<file path="config.mk">
export PLATFORM = sky130hd
export DESIGN_NAME = tl_sensor_conditioner
export DESIGN_NICKNAME = d
export VERILOG_FILES = /design/src/rtl/tlight_pkg.sv /design/src/rtl/tl_debounce.sv /design/src/rtl/tl_sensor_conditioner.sv
export SDC_FILE = /design/constraint.sdc
export NUM_CORES = 1
export LEC_CHECK = 0
export CAP_MARGIN = 10
export CORE_MARGIN = 2
export CORE_UTILIZATION = 40
export CTS_CLUSTER_DIAMETER = 50
export CTS_CLUSTER_SIZE = 12
export DETAILED_ROUTE_END_ITERATION = 8
export REMOVE_ABC_BUFFERS = 1
export SETUP_SLACK_MARGIN = 0.02
export SKIP_LAST_GASP = 1
export SLEW_MARGIN = 20
export SYNTH_ARGS = -nofsm -noshare
export SYNTH_HDL_FRONTEND = slang
export SYNTH_SLANG_ARGS = --single-unit
</file>
<file path="constraint.sdc">
create_clock -name clk -period 1.55 [get_ports clk]
set_clock_uncertainty 0.1 [all_clocks]
set_input_delay 0.155 -clock clk [delete_from_list [all_inputs] [get_ports clk]]
set_output_delay 0.155 -clock clk [all_outputs]
set_load 0.005 [all_outputs]
</file>
<file path="src/rtl/tlight_pkg.sv">
// Shared traffic-light types: light encodings and the
// east/west request FSM states, used by controller and front-end.
package tlight_pkg;

  typedef enum logic [2:0] {
    OFF,
    RED,
    YELLOW,
    GREEN,
    PRE_GREEN
  } lights_t;

  typedef enum logic [1:0] {
    IDLE,
    REQ,
    SERVED
  } ew_req_state_t;

  localparam logic [7:0] COUNT_MAX = 8'hFF;

  function automatic logic [7:0] sat_inc8(input logic [7:0] v);
    return (v == COUNT_MAX) ? v : v + 8'd1;
  endfunction

endpackage

</file>
<file path="src/rtl/tl_debounce.sv">
// Two-flop synchronizer followed by a run-length debouncer:
// the output follows the input only after a stable mismatch run.
module tl_debounce #(
  parameter int DEBOUNCE_CYCLES = 4
) (
  input  logic clk,
  input  logic reset_n,
  input  logic raw,
  output logic filt
);

  localparam int CW = $clog2(DEBOUNCE_CYCLES + 1);
  localparam logic [CW-1:0] LAST = CW'(DEBOUNCE_CYCLES - 1);

  logic          s1;
  logic          s2;
  logic [CW-1:0] cnt;

  // bring the asynchronous level into the clk domain
  always_ff @(posedge clk) begin
    if (!reset_n) begin
      s1 <= 1'b0;
      s2 <= 1'b0;
    end else begin
      s1 <= raw;
      s2 <= s1;
    end
  end

  // count consecutive mismatches; a match restarts the run
  always_ff @(posedge clk) begin
    if (!reset_n) begin
      filt <= 1'b0;
      cnt  <= '0;
    end else if (s2 == filt) begin
      cnt <= '0;
    end else if (cnt == LAST) begin
      filt <= s2;
      cnt  <= '0;
    end else begin
      cnt <= cnt + 1'b1;
    end
  end

endmodule

</file>
<file path="src/rtl/tl_sensor_conditioner.sv">
// Sensor front-end: filters loop and transponder inputs, latches
// east/west requests until GREEN, and stretches emergency requests.
module tl_sensor_conditioner
  import tlight_pkg::*;
#(
  parameter int DEBOUNCE_CYCLES = 4,
  parameter int EMGCY_HOLD      = 8,
  parameter int REQ_TIMEOUT     = 64
) (
  input  logic       clk,
  input  logic       reset_n,
  input  logic       ew_loop_raw,
  input  logic       emgcy_raw,
  input  lights_t    ew_light,
  input  lights_t    ns_light,
  output logic       ew_sensor,
  output logic       emgcy_sensor,
  output logic       ew_req_pending,
  output logic       req_timeout_err,
  output logic [7:0] served_count
);

  localparam int TW = $clog2(REQ_TIMEOUT + 1);
  localparam logic [TW-1:0] TLAST = TW'(REQ_TIMEOUT - 1);
  localparam int HW = $clog2(EMGCY_HOLD + 1);
  localparam logic [HW-1:0] HLOAD = HW'(EMGCY_HOLD);

  logic          loop_f;
  logic          emgcy_f;
  logic          emgcy_f_q;

  ew_req_state_t state;
  ew_req_state_t state_next;
  logic [TW-1:0] tcnt;
  logic [TW-1:0] tcnt_next;
  logic          err_next;
  logic [7:0]    cnt_next;

  logic [HW-1:0] hold;
  logic [HW-1:0] hold_next;
  logic          emgcy_next;

  tl_debounce #(
    .DEBOUNCE_CYCLES(DEBOUNCE_CYCLES)
  ) u_loop_db (
    .clk    (clk),
    .reset_n(reset_n),
    .raw    (ew_loop_raw),
    .filt   (loop_f)
  );

  tl_debounce #(
    .DEBOUNCE_CYCLES(DEBOUNCE_CYCLES)
  ) u_emgcy_db (
    .clk    (clk),
    .reset_n(reset_n),
    .raw    (emgcy_raw),
    .filt   (emgcy_f)
  );

  // request FSM next state, timeout counting and served tally
  always_comb begin
    state_next = state;
    tcnt_next  = tcnt;
    err_next   = 1'b0;
    cnt_next   = served_count;
    unique case (state)
      IDLE: begin
        tcnt_next = '0;
        if (loop_f) state_next = REQ;
      end
      REQ: begin
        if (ew_light == GREEN) begin
          state_next = SERVED;
          tcnt_next  = '0;
          cnt_next   = sat_inc8(served_count);
        end else if (!emgcy_sensor) begin
          if (tcnt == TLAST) begin
            tcnt_next = '0;
            err_next  = 1'b1;
          end else begin
            tcnt_next = tcnt + 1'b1;
          end
        end
      end
      SERVED: begin
        tcnt_next = '0;
        if (ew_light != GREEN) state_next = IDLE;
      end
      default: begin
        state_next = IDLE;
        tcnt_next  = '0;
      end
    endcase
  end

  // register FSM state and all request-side outputs
  always_ff @(posedge clk) begin
    if (!reset_n) begin
      state           <= IDLE;
      tcnt            <= '0;
      ew_sensor       <= 1'b0;
      ew_req_pending  <= 1'b0;
      req_timeout_err <= 1'b0;
      served_count    <= '0;
    end else begin
      state           <= state_next;
      tcnt            <= tcnt_next;
      ew_sensor       <= (state_next == REQ);
      ew_req_pending  <= (state_next == REQ);
      req_timeout_err <= err_next;
      served_count    <= cnt_next;
    end
  end

  // emergency stretch: reload on filtered rise, count down to 0
  always_comb begin
    hold_next = hold;
    if (emgcy_f && !emgcy_f_q) begin
      hold_next = HLOAD;
    end else if (hold != '0) begin
      hold_next = hold - 1'b1;
    end
    emgcy_next = emgcy_f || (hold_next != '0);
  end

  // register emergency hold state and output
  always_ff @(posedge clk) begin
    if (!reset_n) begin
      hold         <= '0;
      emgcy_f_q    <= 1'b0;
      emgcy_sensor <= 1'b0;
    end else begin
      hold         <= hold_next;
      emgcy_f_q    <= emgcy_f;
      emgcy_sensor <= emgcy_next;
    end
  end

  // conflict monitor: both approaches must never be GREEN together
  always_ff @(posedge clk) begin
    if (reset_n) begin
      assert (!(ew_light == GREEN && ns_light == GREEN));
    end
  end

endmodule

</file>
-- Yosys cells after proc, flatten, opt, wreduce, memory -nomap -nowiden
Index checks and enable logic that the tools add are counted.
Widths: inputs -> output; s select.
- muxes and demuxes: 8
- add/sub/neg operators: 5
- eq/ne operators: 11
- reduce and logical (&&, ||, !) cells: 13
- bitwise operators: 5
- operators with widths (kind ; number):
    $eq 3x2->1 const B ; 3
    $reduce_or 3->1 ; 3
    $add 8x1->8 const B ; 1
    $eq 8x8->1 const B ; 1
    $mux 4 ; 2
    $reduce_bool 4->1 ; 2
    $add 7x1->7 const B ; 1
    $eq 7x6->1 const B ; 1
    $mux 7 ; 1
    $add 3x1->3 const B ; 2
    $mux 2 ; 3
    $pmux 2 s3 ; 1
    $not 1->1 ; 5
    $eq 2x1->1 const B ; 2
    $reduce_and 2->1 ; 2
    $reduce_or 4->1 ; 1
    $sub 4x1->4 const B ; 1
    $ne 3x2->1 const B ; 1
    $reduce_and 3->1 ; 1
    $eq 1x1->1 ; 2
    $eq 2x2->1 const B ; 1
    $logic_not 2->1 ; 1
    $logic_and 1x1->1 ; 1
    $logic_not 1->1 ; 1
    2 further kinds ; 2
- input bits: 10
- word-level logic and storage cells: 58
- output and inout bits: 12
- bits in registers: 37

-- Logic depth before layout (Yosys ltp)
- depth after elaboration: 5
- depth in mapped cells: 6
- mapped depth without buffers: 6

-- Modules after synthesis
From an unflattened synthesis, not the netlist that was laid out.
- cells, all modules: 153
- area, all modules: 1540.2 µm²
- by module, submodules not included (module ; cells an instance ; instances ; area an instance (µm²) ; seq. area each (µm²)):
    tl_sensor_conditioner ; 119 ; 1 ; 1107.3 ; 500.5
    tl_debounce ; 17 ; 2 ; 216.5 ; 120.1

-- Worst setup path before layout
OpenSTA, ideal clock, no wires.
- path type: reg2reg
- start point: register hold[0]
- end point: register emgcy_sensor
- required time: 1.330 ns
- slack: -0.031 ns
- clock period less this slack: 1.581 ns
- library setup time: 0.120 ns
- arrival time: 1.362 ns
- buffers on the path: 0
- cell stages (with the launch flop): 7
- cells stage by stage: dfxtp_1 -> inv_1 -> ha_1 -> or3b_4 -> nor2_2 -> a31oi_1 -> o31a_1
- word-level cells in the longest chain between the ends: 5
- elaborated cells between the ends (all ways): 6
- those cells by class: add/sub (1); mux (2); reduce/logical (3)
- ends and longest elaborated chain (what ; line ; text):
    start, declared ; tl_sensor_conditioner.sv:39 ; logic [HW-1:0] hold;
    start signal, assigned ; tl_sensor_conditioner.sv:134 ; hold <= hold_next;
    $sub 4x1->4 or $reduce_bool 4->1 (tied branches) ; tl_sensor_conditioner.sv:122, tl_sensor_conditioner.sv:121 ;
    $mux 4 (*) ; tl_sensor_conditioner.sv:121 ; end else if (hold != '0) begin
    $mux 4 (*) ; tl_sensor_conditioner.sv:119 ; if (emgcy_f && !emgcy_f_q) begin
    $reduce_bool 4->1 (*) ; tl_sensor_conditioner.sv:124 ; emgcy_next = emgcy_f || (hold_next != '0);
    $logic_or 1x1->1 (*) ; tl_sensor_conditioner.sv:124 ;
    end signal, assigned ; tl_sensor_conditioner.sv:136 ; emgcy_sensor <= emgcy_next;
    end, declared ; tl_sensor_conditioner.sv:17 ; output logic emgcy_sensor,
Mark *: on every way between the ends. The rest lies on a longest branch, timed or not.
A chain may end at the register's enable or synchronous reset.

-- Worst setup path in the final report
Ends and elaborated chain as after synthesis.

==> out/metrics.yaml <==
cts_tree: "done"
ant_nets: 0
avgSynthCellArea_um2: 9.70
synth_cell_types: 43
rsz0062_at_grt: "true"
clkTransAtPathRegs_ns: 0.07
synth_top_area_cell: "dfxtp_1"
p_sw_uw: 660
drt_iter0_markers: 48
route.detailed.drc: 0
htree_levels: 2
clk_latency_ns: 0.28
synth_async_sr_flop_share_pct: 0
crit_path_max_fanout: 3
tightest_slew_ns: 0.364
numCtsBuffers: 5
crit_slowest_cell: "or3b_4"
cts_sinks: 37
synth.cell_area_um2: 1600
p_sw_share_pct: 27.3
max_slew_margin_pct: 75.1
total_power_mw: 2.42
grt_max_degree: 11
fmax_mhz: 664
grt_pass1_vias: 1232
globalRouteTotalUtil_pct: 15.6
row_count: 22
coreArea_um2: 3740
p_clk_share_pct: 27.4
finalHoldViolCount: 0
intPower_mw: 1.76
endpoint_kind: "register"
die_w_um: 67.3
grt_pass1_wl_mm: 5.33
critPathTopFamily: "simple AND/OR/NAND/NOR gates"
portBuffers: 18
ys_warn_count: 0
min_period_ns: 1.51
worstSetupPathType: "reg -> reg"
startpoint: "hold[0]"
antennaDiodeCount: 0
finalCritPeriodShare_pct: 97.2
die-height_um: 67.3
critPathArrivalTime_ns: 1.57
dieArea_um2: 4520
area_delta_synth_final_pct: 30.4
layout-drive-gt1-share_pct: 22.2
dp_hpwl_mm: 2.21
maxCapViolCount: 0
viasPerCell: 5.09
stdcell_count: 251
outcome: "completed"
vias: 1278
min-delay-start: "u_emgcy_db.cnt[0]"
p_per_area_nw_per_um2: 1160
totalWireLength_mm: 3.04
start_kind: "register"
hold_path_class: "reg -> reg"
p_seq_share_pct: 44.0
power_frac_comb_pct: 28.5
path_cells: "inv_2, ha_4, or3b_4, nor2_4, a31oi_1, o31a_1"
leakage_nw: 0.840
ctsLongestPathBuffers: 2
synth.ff_latch_count: 37
ios: 22
global_route.overflow_total: 0
synth.area.top_cells: "dfxtp_1, ha_1, nor2_1"
cts_root_buffer: "clkbuf_8"
antenna_found_initial: 0
n_fill_cell: 355
cp.required_ns: 1.62
yosysSeqAreaShare_pct: 46.3
synth-main-ff-cell: "dfxtp_1"
drtPass1Iterations: 4
place_inst: 243
r2r_start: "hold[0]"
finalMaxSlewViolations: 0
crit_path_max_incr_delay_ns: 0.40
synth_edf_count: 0
gp_congestion: 0.849
nets: 220
synth_top_area_share_pct: 46.3
setup_viol: 0
syn_inst: 165
initial_core_util_pct: 42.7
ir_worst_vdd_mv: 0.479
critPathBufInv: 1
wl_per_cell_um: 12.1
[metrics by stage]
step | utilization [%] | cell area (um^2) | hold slack [ns] | setup TNS (ns) | setup slack, ns
after floorplan | - | 1580 | 0.177 | -0.0312 | -0.0312
after global placement | 51.6 | 1930 | 0.308 | -0.220 | -0.0697
after detailed placement | 51.6 | 1930 | 0.315 | -0.890 | -0.135
after CTS | 54.7 | 2050 | 0.324 | 0 | 0.0226
after global routing | 55.7 | 2090 | 0.353 | -0.0412 | -0.0334
final | 55.7 | 2090 | 0.321 | 0 | 0.0437
[path summary, 6_finish.rpt]
path	end	slack [ns]	cells after the start
worst min-delay path	u_emgcy_db.cnt[0]	0.32	1
worst max register to register	emgcy_sensor	0.04	6
worst min register to register	u_emgcy_db.cnt[0]	0.32	1
worst max-delay path	emgcy_sensor	0.04	6
[cell families (layout without fill, tap and decap cells)]
| logic type | Yosys count | in the layout | share of synthesized area, % |
|---|---|---|---|
| XOR/XNOR | 9 | 9 | 4.93 |
| AO/OA/AOI/OAI | 23 | 23 | 10.3 |
| flip-flops | 37 | 37 | 46.3 |
| AND/OR/NAND/NOR | 71 | 71 | 26.5 |
| adder cells (fa/ha/maj) | 7 | 7 | 5.47 |
| buffers and inverters | 14 | 52 | 3.99 |
| multiplexers | 4 | 4 | 2.50 |
[metal layers]
layer	vias to the layer above	routed length [um]	global-route usage (%)
li1	654	-	-
met1	597	1390	18.4
met2	25	1520	26.1
met3	2	120	4.67
met4	0	14	7.14
met5	-	0	0
[registers in the layout, summed over array words and instances (netlist names), 2 cells and up]
register,count
hold,4
served_count,8
state,2
tcnt,7
u_emgcy_db.cnt,3
u_loop_db.cnt,3
[power by group through the flow]
| stage | Clock (mW) | Sequential, mW | Combinational, mW |
|---|---|---|---|
| floorplan | 0 | 1.10 | 0.346 |
| global placement | 0 | 1.08 | 0.573 |
| detailed placement | 0 | 1.08 | 0.589 |
| CTS | 0.681 | 1.06 | 0.656 |
| global route | 0.726 | 1.07 | 0.761 |
| finish | 0.664 | 1.07 | 0.691 |
[worst register-to-register path, delay by kind of cell, from the launching register on]
kind	cells	cell delay [ns]
AO/OA/AOI/OAI	2	0.29
adder cells (fa/ha/maj)	1	0.13
buffers and inverters	1	0.06
flip-flops	1	0.32
AND/OR/NAND/NOR	2	0.50
[what timing repair did]
item	4_1_cts	5_1_grt
hold buffers	0	0
pin swaps	1	1
buffers inserted	1	0
setup endpoints to repair	5	14
gates resized for setup	7	12
endpoints found under the hold margin	0	0
[synthesized netlist by cell type, types with 2 or more instances]
| library cell | n |
|---|---|
| o21ai_0 | 2 |
| or3_1 | 3 |
| ha_1 | 7 |
| a21oi_1 | 4 |
| a211oi_1 | 3 |
| nand4_1 | 3 |
| nor3_4 | 2 |
| nand2b_1 | 3 |
| nand2_1 | 6 |
| nand3_1 | 6 |
| nor3_1 | 6 |
| a31oi_1 | 4 |
| xnor2_1 | 6 |
| o21bai_1 | 2 |
| o2111ai_1 | 2 |
| inv_1 | 11 |
| and3_1 | 2 |
| and2_1 | 6 |
| mux2i_1 | 4 |
| dfxtp_1 | 37 |
| xor2_1 | 3 |
| nor2_1 | 21 |
| a2111oi_0 | 2 |
[cell usage in the layout, fill, tap and decap left out, drive strengths merged, types with 3 or more instances in the layout]
cell type,n
dfxtp,37
nor2,22
clkdlybuf4s50,16
buf,16
inv,11
nor3,8
ha,7
clkbuf,7
and2,6
xnor2,6
nand2,6
nand3,6
a21oi,4
mux2i,4
a31oi,4
nand2b,4
or3,3
nand4,3
xor2,3
a211oi,3
[area by class of cell]
| type | instances | area [um^2] | share of cell area (%) |
|---|---|---|---|
| Tap cell | 48 | 60.1 | 2.88 |
| Timing Repair Buffer | 34 | 305 | 14.6 |
| Clock buffer | 7 | 86.3 | 4.14 |
| Inverter | 11 | 41.3 | 1.98 |
| Multi-Input combinational cell | 114 | 846 | 40.5 |
| Sequential cell | 37 | 748 | 35.9 |
Note: power is estimated with default switching activity, not from simulation.
